<file path="src/rtl/rr_arb_pkg.sv">
// rr_arb_pkg
// Shared definitions for the round-robin arbiter: the FSM state encoding and
// the default requester count / maximum hold length used by rr_arb.
// No ports (package).
package rr_arb_pkg;

  // Two-state arbiter FSM; encoding is fixed so state can be probed directly.
  typedef enum logic {
    IDLE  = 1'b0,
    GRANT = 1'b1
  } state_t;

  localparam int DEFAULT_N        = 4;
  localparam int DEFAULT_MAX_HOLD = 8;

endpackage

</file>
<file path="src/rtl/rr_prio_enc.sv">
// rr_prio_enc
// Rotating priority encoder. The search begins one above ptr and wraps from
// N-1 back to 0, so the most recent winner (ptr) is the last candidate.
// Purely combinational.
// Ports:
//   req        in  [N-1:0]          request vector
//   ptr        in  [$clog2(N)-1:0]  index of the previous winner
//   winner     out [N-1:0]          one-hot winner, zero when nobody requests
//   winner_idx out [$clog2(N)-1:0]  encoded winner, zero when nobody requests
//   any        out                  at least one request is set
module rr_prio_enc
  import rr_arb_pkg::*;
#(
  parameter int N = DEFAULT_N
) (
  input  logic [N-1:0]         req,
  input  logic [$clog2(N)-1:0] ptr,
  output logic [N-1:0]         winner,
  output logic [$clog2(N)-1:0] winner_idx,
  output logic                 any
);

  localparam int IW = $clog2(N);

  // Walk the N candidates in priority order; the first one found sets 'any',
  // which masks every later candidate.
  always_comb begin
    logic [IW-1:0] idx;
    winner     = '0;
    winner_idx = '0;
    any        = 1'b0;
    idx        = '0;
    for (int k = 1; k <= N; k++) begin
      idx = IW'((int'(ptr) + k) % N);
      if (!any && req[idx]) begin
        any         = 1'b1;
        winner[idx] = 1'b1;
        winner_idx  = idx;
      end
    end
  end

endmodule

</file>
<file path="src/rtl/rr_arb.sv">
// rr_arb
// Round-robin arbiter for a shared resource. In IDLE the next requester after
// the previous winner is granted; the grant is held in GRANT until the owner
// signals done, drops its request, or (optionally) holds it too long. Every
// release is followed by exactly one IDLE cycle with gnt=0.
// Optional feature: define RR_ARB_TIMEOUT_EN to compile in the hold counter
// that forcibly revokes a grant after MAX_HOLD GRANT cycles and pulses timeout.
// Ports:
//   clk     in                   rising-edge clock
//   rst     in                   asynchronous active-high reset
//   req     in  [N-1:0]          request lines, bit i is requester i
//   done    in                   owner releases the resource
//   gnt     out [N-1:0]          registered one-hot grant (or zero)
//   gnt_id  out [$clog2(N)-1:0]  encoded grant, zero when gnt is zero
//   busy    out                  FSM is in GRANT
//   timeout out                  one-cycle pulse in the IDLE cycle after a revoke
module rr_arb
  import rr_arb_pkg::*;
#(
  parameter int N        = DEFAULT_N,
  parameter int MAX_HOLD = DEFAULT_MAX_HOLD
) (
  input  logic                 clk,
  input  logic                 rst,
  input  logic [N-1:0]         req,
  input  logic                 done,
  output logic [N-1:0]         gnt,
  output logic [$clog2(N)-1:0] gnt_id,
  output logic                 busy,
  output logic                 timeout
);

  localparam int IW = $clog2(N);

  // Reject configurations the encoder and hold counter are not sized for.
  if (N < 2 || N > 8 || MAX_HOLD < 1) begin : g_bad_cfg
    $error("rr_arb: N must be 2..8 and MAX_HOLD at least 1");
  end

  state_t        state, state_next;
  logic [N-1:0]  gnt_next;
  logic [IW-1:0] gnt_id_next;
  logic [IW-1:0] ptr, ptr_next;
  logic [N-1:0]  win_oh;
  logic [IW-1:0] win_idx;
  logic          win_any;
  logic          revoke;
  logic          release_evt;

  rr_prio_enc #(.N(N)) u_prio_enc (
    .req        (req),
    .ptr        (ptr),
    .winner     (win_oh),
    .winner_idx (win_idx),
    .any        (win_any)
  );

`ifdef RR_ARB_TIMEOUT_EN
  localparam int HW = $clog2(MAX_HOLD + 1);

  logic [HW-1:0] hold_cnt, hold_next;
  logic          timeout_q, timeout_next;

  // The counter holds the number of GRANT cycles already completed; when the
  // last allowed cycle is ending the grant is revoked at this edge.
  assign revoke = (state == GRANT) && (hold_cnt == HW'(MAX_HOLD - 1));

  // Count only while the grant persists; any exit from GRANT clears it. The
  // timeout pulse is reserved for a revoke that no ordinary release beat.
  always_comb begin
    hold_next    = '0;
    timeout_next = 1'b0;
    if (state == GRANT && state_next == GRANT) begin
      hold_next = hold_cnt + 1'b1;
    end
    if (revoke && !done && req[gnt_id]) begin
      timeout_next = 1'b1;
    end
  end

  always_ff @(posedge clk or posedge rst) begin
    if (rst) begin
      hold_cnt  <= '0;
      timeout_q <= 1'b0;
    end else begin
      hold_cnt  <= hold_next;
      timeout_q <= timeout_next;
    end
  end

  assign timeout = timeout_q;
`else
  assign revoke  = 1'b0;
  assign timeout = 1'b0;
`endif

  // Any of these ends the current grant; non-owner requests are not looked at.
  assign release_evt = done | ~req[gnt_id] | revoke;

  // Next-state logic. IDLE arbitrates and loads the grant, GRANT only watches
  // for a release, so a new request arriving with done waits one IDLE cycle.
  always_comb begin
    state_next  = state;
    gnt_next    = gnt;
    gnt_id_next = gnt_id;
    ptr_next    = ptr;
    case (state)
      IDLE: begin
        if (win_any) begin
          state_next  = GRANT;
          gnt_next    = win_oh;
          gnt_id_next = win_idx;
          ptr_next    = win_idx;
        end
      end
      GRANT: begin
        if (release_evt) begin
          state_next  = IDLE;
          gnt_next    = '0;
          gnt_id_next = '0;
        end
      end
      default: begin
        state_next  = IDLE;
        gnt_next    = '0;
        gnt_id_next = '0;
      end
    endcase
  end

  // State register. ptr resets to N-1 so requester 0 is searched first.
  always_ff @(posedge clk or posedge rst) begin
    if (rst) begin
      state  <= IDLE;
      gnt    <= '0;
      gnt_id <= '0;
      ptr    <= IW'(N - 1);
    end else begin
      state  <= state_next;
      gnt    <= gnt_next;
      gnt_id <= gnt_id_next;
      ptr    <= ptr_next;
    end
  end

  assign busy = (state == GRANT);

endmodule

</file>
<file path="config.mk">
export PLATFORM = sky130hd
export DESIGN_NAME = rr_arb
export DESIGN_NICKNAME = d
export VERILOG_FILES = /design/src/rtl/rr_arb_pkg.sv /design/src/rtl/rr_prio_enc.sv /design/src/rtl/rr_arb.sv
export SDC_FILE = /design/constraint.sdc
export NUM_CORES = 1
export LEC_CHECK = 0
export CORE_MARGIN = 1.5
export CORE_UTILIZATION = 40
export DETAILED_ROUTE_END_ITERATION = 10
export PLACE_DENSITY_LB_ADDON = 0.05
export SETUP_SLACK_MARGIN = 0.05
export SLEW_MARGIN = 20
export SYNTH_ARGS = -nofsm -noshare
export SYNTH_HDL_FRONTEND = slang
export SYNTH_HIERARCHICAL = 1
export SYNTH_SLANG_ARGS = --single-unit
</file>
<file path="constraint.sdc">
create_clock -name clk -period 2.9 [get_ports clk]
set_input_delay 0.435 -clock clk [delete_from_list [all_inputs] [get_ports clk]]
set_output_delay 0.435 -clock clk [all_outputs]
set_load 0.005 [all_outputs]
</file>
==> out/results.txt <==
worst hold-check path type = primary input to async pin
prevailing post-synth register cell = dfrtp_1
global-route wire length before repair = 3720 µm
clk_lat worst skew = 0.26 ns
Synth cell types = 44
status = completed
Crit. Startpoint = ptr[1]$_DFFE_PP1P_
max-slew violations = 0
1st-iter DRT viols = 28
top cell type's share of synthesized area = 0.184
Num CTS Buffers = 3
Worst path max stage delay = 0.64 ns
critical-path cell list = inv_1 -> ha_1 -> mux2i_4 -> o21ai_1 -> a221o_1 -> a22o_1
worst-path maximum fanout = 11
Slowest-stage cell, CP = dfstp_2
Tot Pwr = 0.00115 W
Leakage Power = 0.456 nW
Routed wire per std cell = 16.2 µm
nets = 130
Reg clk slew, reported paths = 0.06 ns
mean area per synthesized cell = 9.41 µm²
Post-synth ARST share = 1.00
final setup TNS = 0 ns
hpwl dp = 1620 µm
reg2reg setup slack = 0.45 ns
number of flops mapped to enable cells by yosys = 0
Final setup viols = 0
shortest period the worst path allows = 2.45 ns
Core Box Area = 2230 µm²
maximum VDD drop = 0.463 mV
largest net degree at the start of global routing = 17
# IOs = 15
CP endpoint kind = flip-flop
final hold violations = 0
drt drc = 0
leading cell type in the layout, fill and taps excluded = clkdlybuf4s50_1
# diodes = 0
CTS Hold Bufs = 0
sequential fraction of the synthesis area = 0.239
max cap viols = 0
Fill cells = 219
DRT Pass-1 Iters = 4
largest cells by area after synthesis = dfrtp_1 (18%), ha_1 (11%), mux2i_1 (6.3%)
Tcrit/Tclk final = 0.846
Synth area leader = dfrtp_1
Die Wd = 51.8 µm
warnings from Yosys = 6
Overflow after GRT = 0
fraction of layout cells with a size suffix above 1 = 0.175
number of global-route vias before repair = 760
CP Class = flip-flop to flip-flop
Crit path required time = 3.05 ns
antenna violations before repair = 0
via/cell ratio = 5.67
r2r startpoint = ptr[1]$_DFFE_PP1P_
Total Routed Length = 2300 µm
clock buffer depth = 2
GP Congestion = 0.881
mapped cell area = 951 µm²
post-route ant nets = 0
CTS tree = yes
Worst Path Arrival = 2.60 ns
die area = 2680 µm²
CTS resizes = 0
unrepaired setup endpoints after global routing = no
initial core utilization = 0.426
reg-to-reg critical path endpoint = gnt[2]$_DFFE_PP0P_
Post-Syn Nets = 116
Setup crit start kind = flip-flop
most frequent cells in the layout = clkdlybuf4s50_1 (13), nand2_1 (12), ha_1 (8)
clk root buf = clkbuf_4
FP Rows = 17
count of clock tree sinks = 9
CTS H-Tree Depth = 1
Fin Clk Skew = 0.00198 ns
cell count of the worst reg-to-reg path = 6
vias post-DR = 805
Die Span Y = 51.8 µm
P per Cell Area = 1040 nW/µm²
total track usage = 0.190
# port buffers = 13
Max Clock Freq = 408 MHz
Syn-to-layout area delta = 16.2%
Setup Fix Bufs, Post-CTS = 0
cells after synthesis = 101
synthesized flop and latch total = 9
## how the worst max path moves through the flow
stage	end	cells past startpoint	slack [ns]
after floorplan	gnt[0]$_DFFE_PP0P_	8	0.70
after global placement	gnt_id[0]$_DFFE_PP0P_	8	0.37
after detailed placement	gnt_id[0]$_DFFE_PP0P_	8	0.35
after CTS	gnt[2]$_DFFE_PP0P_	6	0.45
after global routing	gnt[3]$_DFFE_PP0P_	7	0.29
final	gnt[2]$_DFFE_PP0P_	6	0.45
## sequential cells by signal (all words and copies together) (netlist names)
signal  flops
busy        1
ptr         2
gnt_id      2
gnt         4
## cell families after synthesis
group / Yosys count / synth area share
AO/OA/AOI/OAI: 33 / 0.289
multiplexers: 10 / 0.134
AND/OR/NAND/NOR: 29 / 0.153
adder cells (fa/ha/maj): 8 / 0.105
buffers and inverters: 11 / 0.0750
flip-flops: 9 / 0.239
other: 1 / 0.00394
## worst max-delay path, delay by kind of cell, from the launching register on
family                   cells  cell delay [ns]
AO/OA/AOI/OAI                3             0.60
adder cells (fa/ha/maj)      1             0.54
buffers and inverters        1             0.16
flip-flops                   1             0.64
multiplexers                 1             0.39
## routing by layer
layer  vias to the layer above  track usage  wire [µm]
li1                        398            -          -
met1                       376        0.254       1120
met2                        27        0.303       1040
met3                         4       0.0489        118
met4                         0       0.0526         21
met5                         -            0          0
## stage by stage
stage | hold WS [ns] | cell area (µm²) | cells | worst slack [ns] | utilization
2_1_floorplan | 0.261 | 951 | 101 | 0.702 | -
3_3_place_gp | 0.486 | 1080 | 138 | 0.373 | 0.483
3_5_place_dp | 0.485 | 1080 | 138 | 0.348 | 0.483
4_1_cts | 0.434 | 1100 | 142 | 0.450 | 0.495
5_1_grt | 0.446 | 1100 | 142 | 0.293 | 0.495
6_report | 0.432 | 1100 | 142 | 0.448 | 0.495
## cell usage after synthesis, types with 3 or more instances
master,instances
buf_6,3
o21ai_1,5
o21ai_0,3
ha_1,8
nor2_1,5
mux2i_1,6
a22o_1,4
dfrtp_1,7
nand2_1,12
a221o_1,4
inv_1,4
## where the power goes
group          switching (W)   total, W  internal [W]
combinational       0.000420   0.000804      0.000384
sequential         0.0000605   0.000246      0.000186
clock              0.0000447  0.0000977     0.0000531
## final cells by class
class / count / area [µm²] / share of cell area
sequential: 9 / 228 / 0.206
tap: 28 / 35.0 / 0.0317
multi-input combinational: 81 / 652 / 0.590
inverter: 5 / 18.8 / 0.0170
clock buffer: 4 / 26.3 / 0.0238
timing repair buffer: 15 / 145 / 0.131
(Power assumes the default switching activity.)
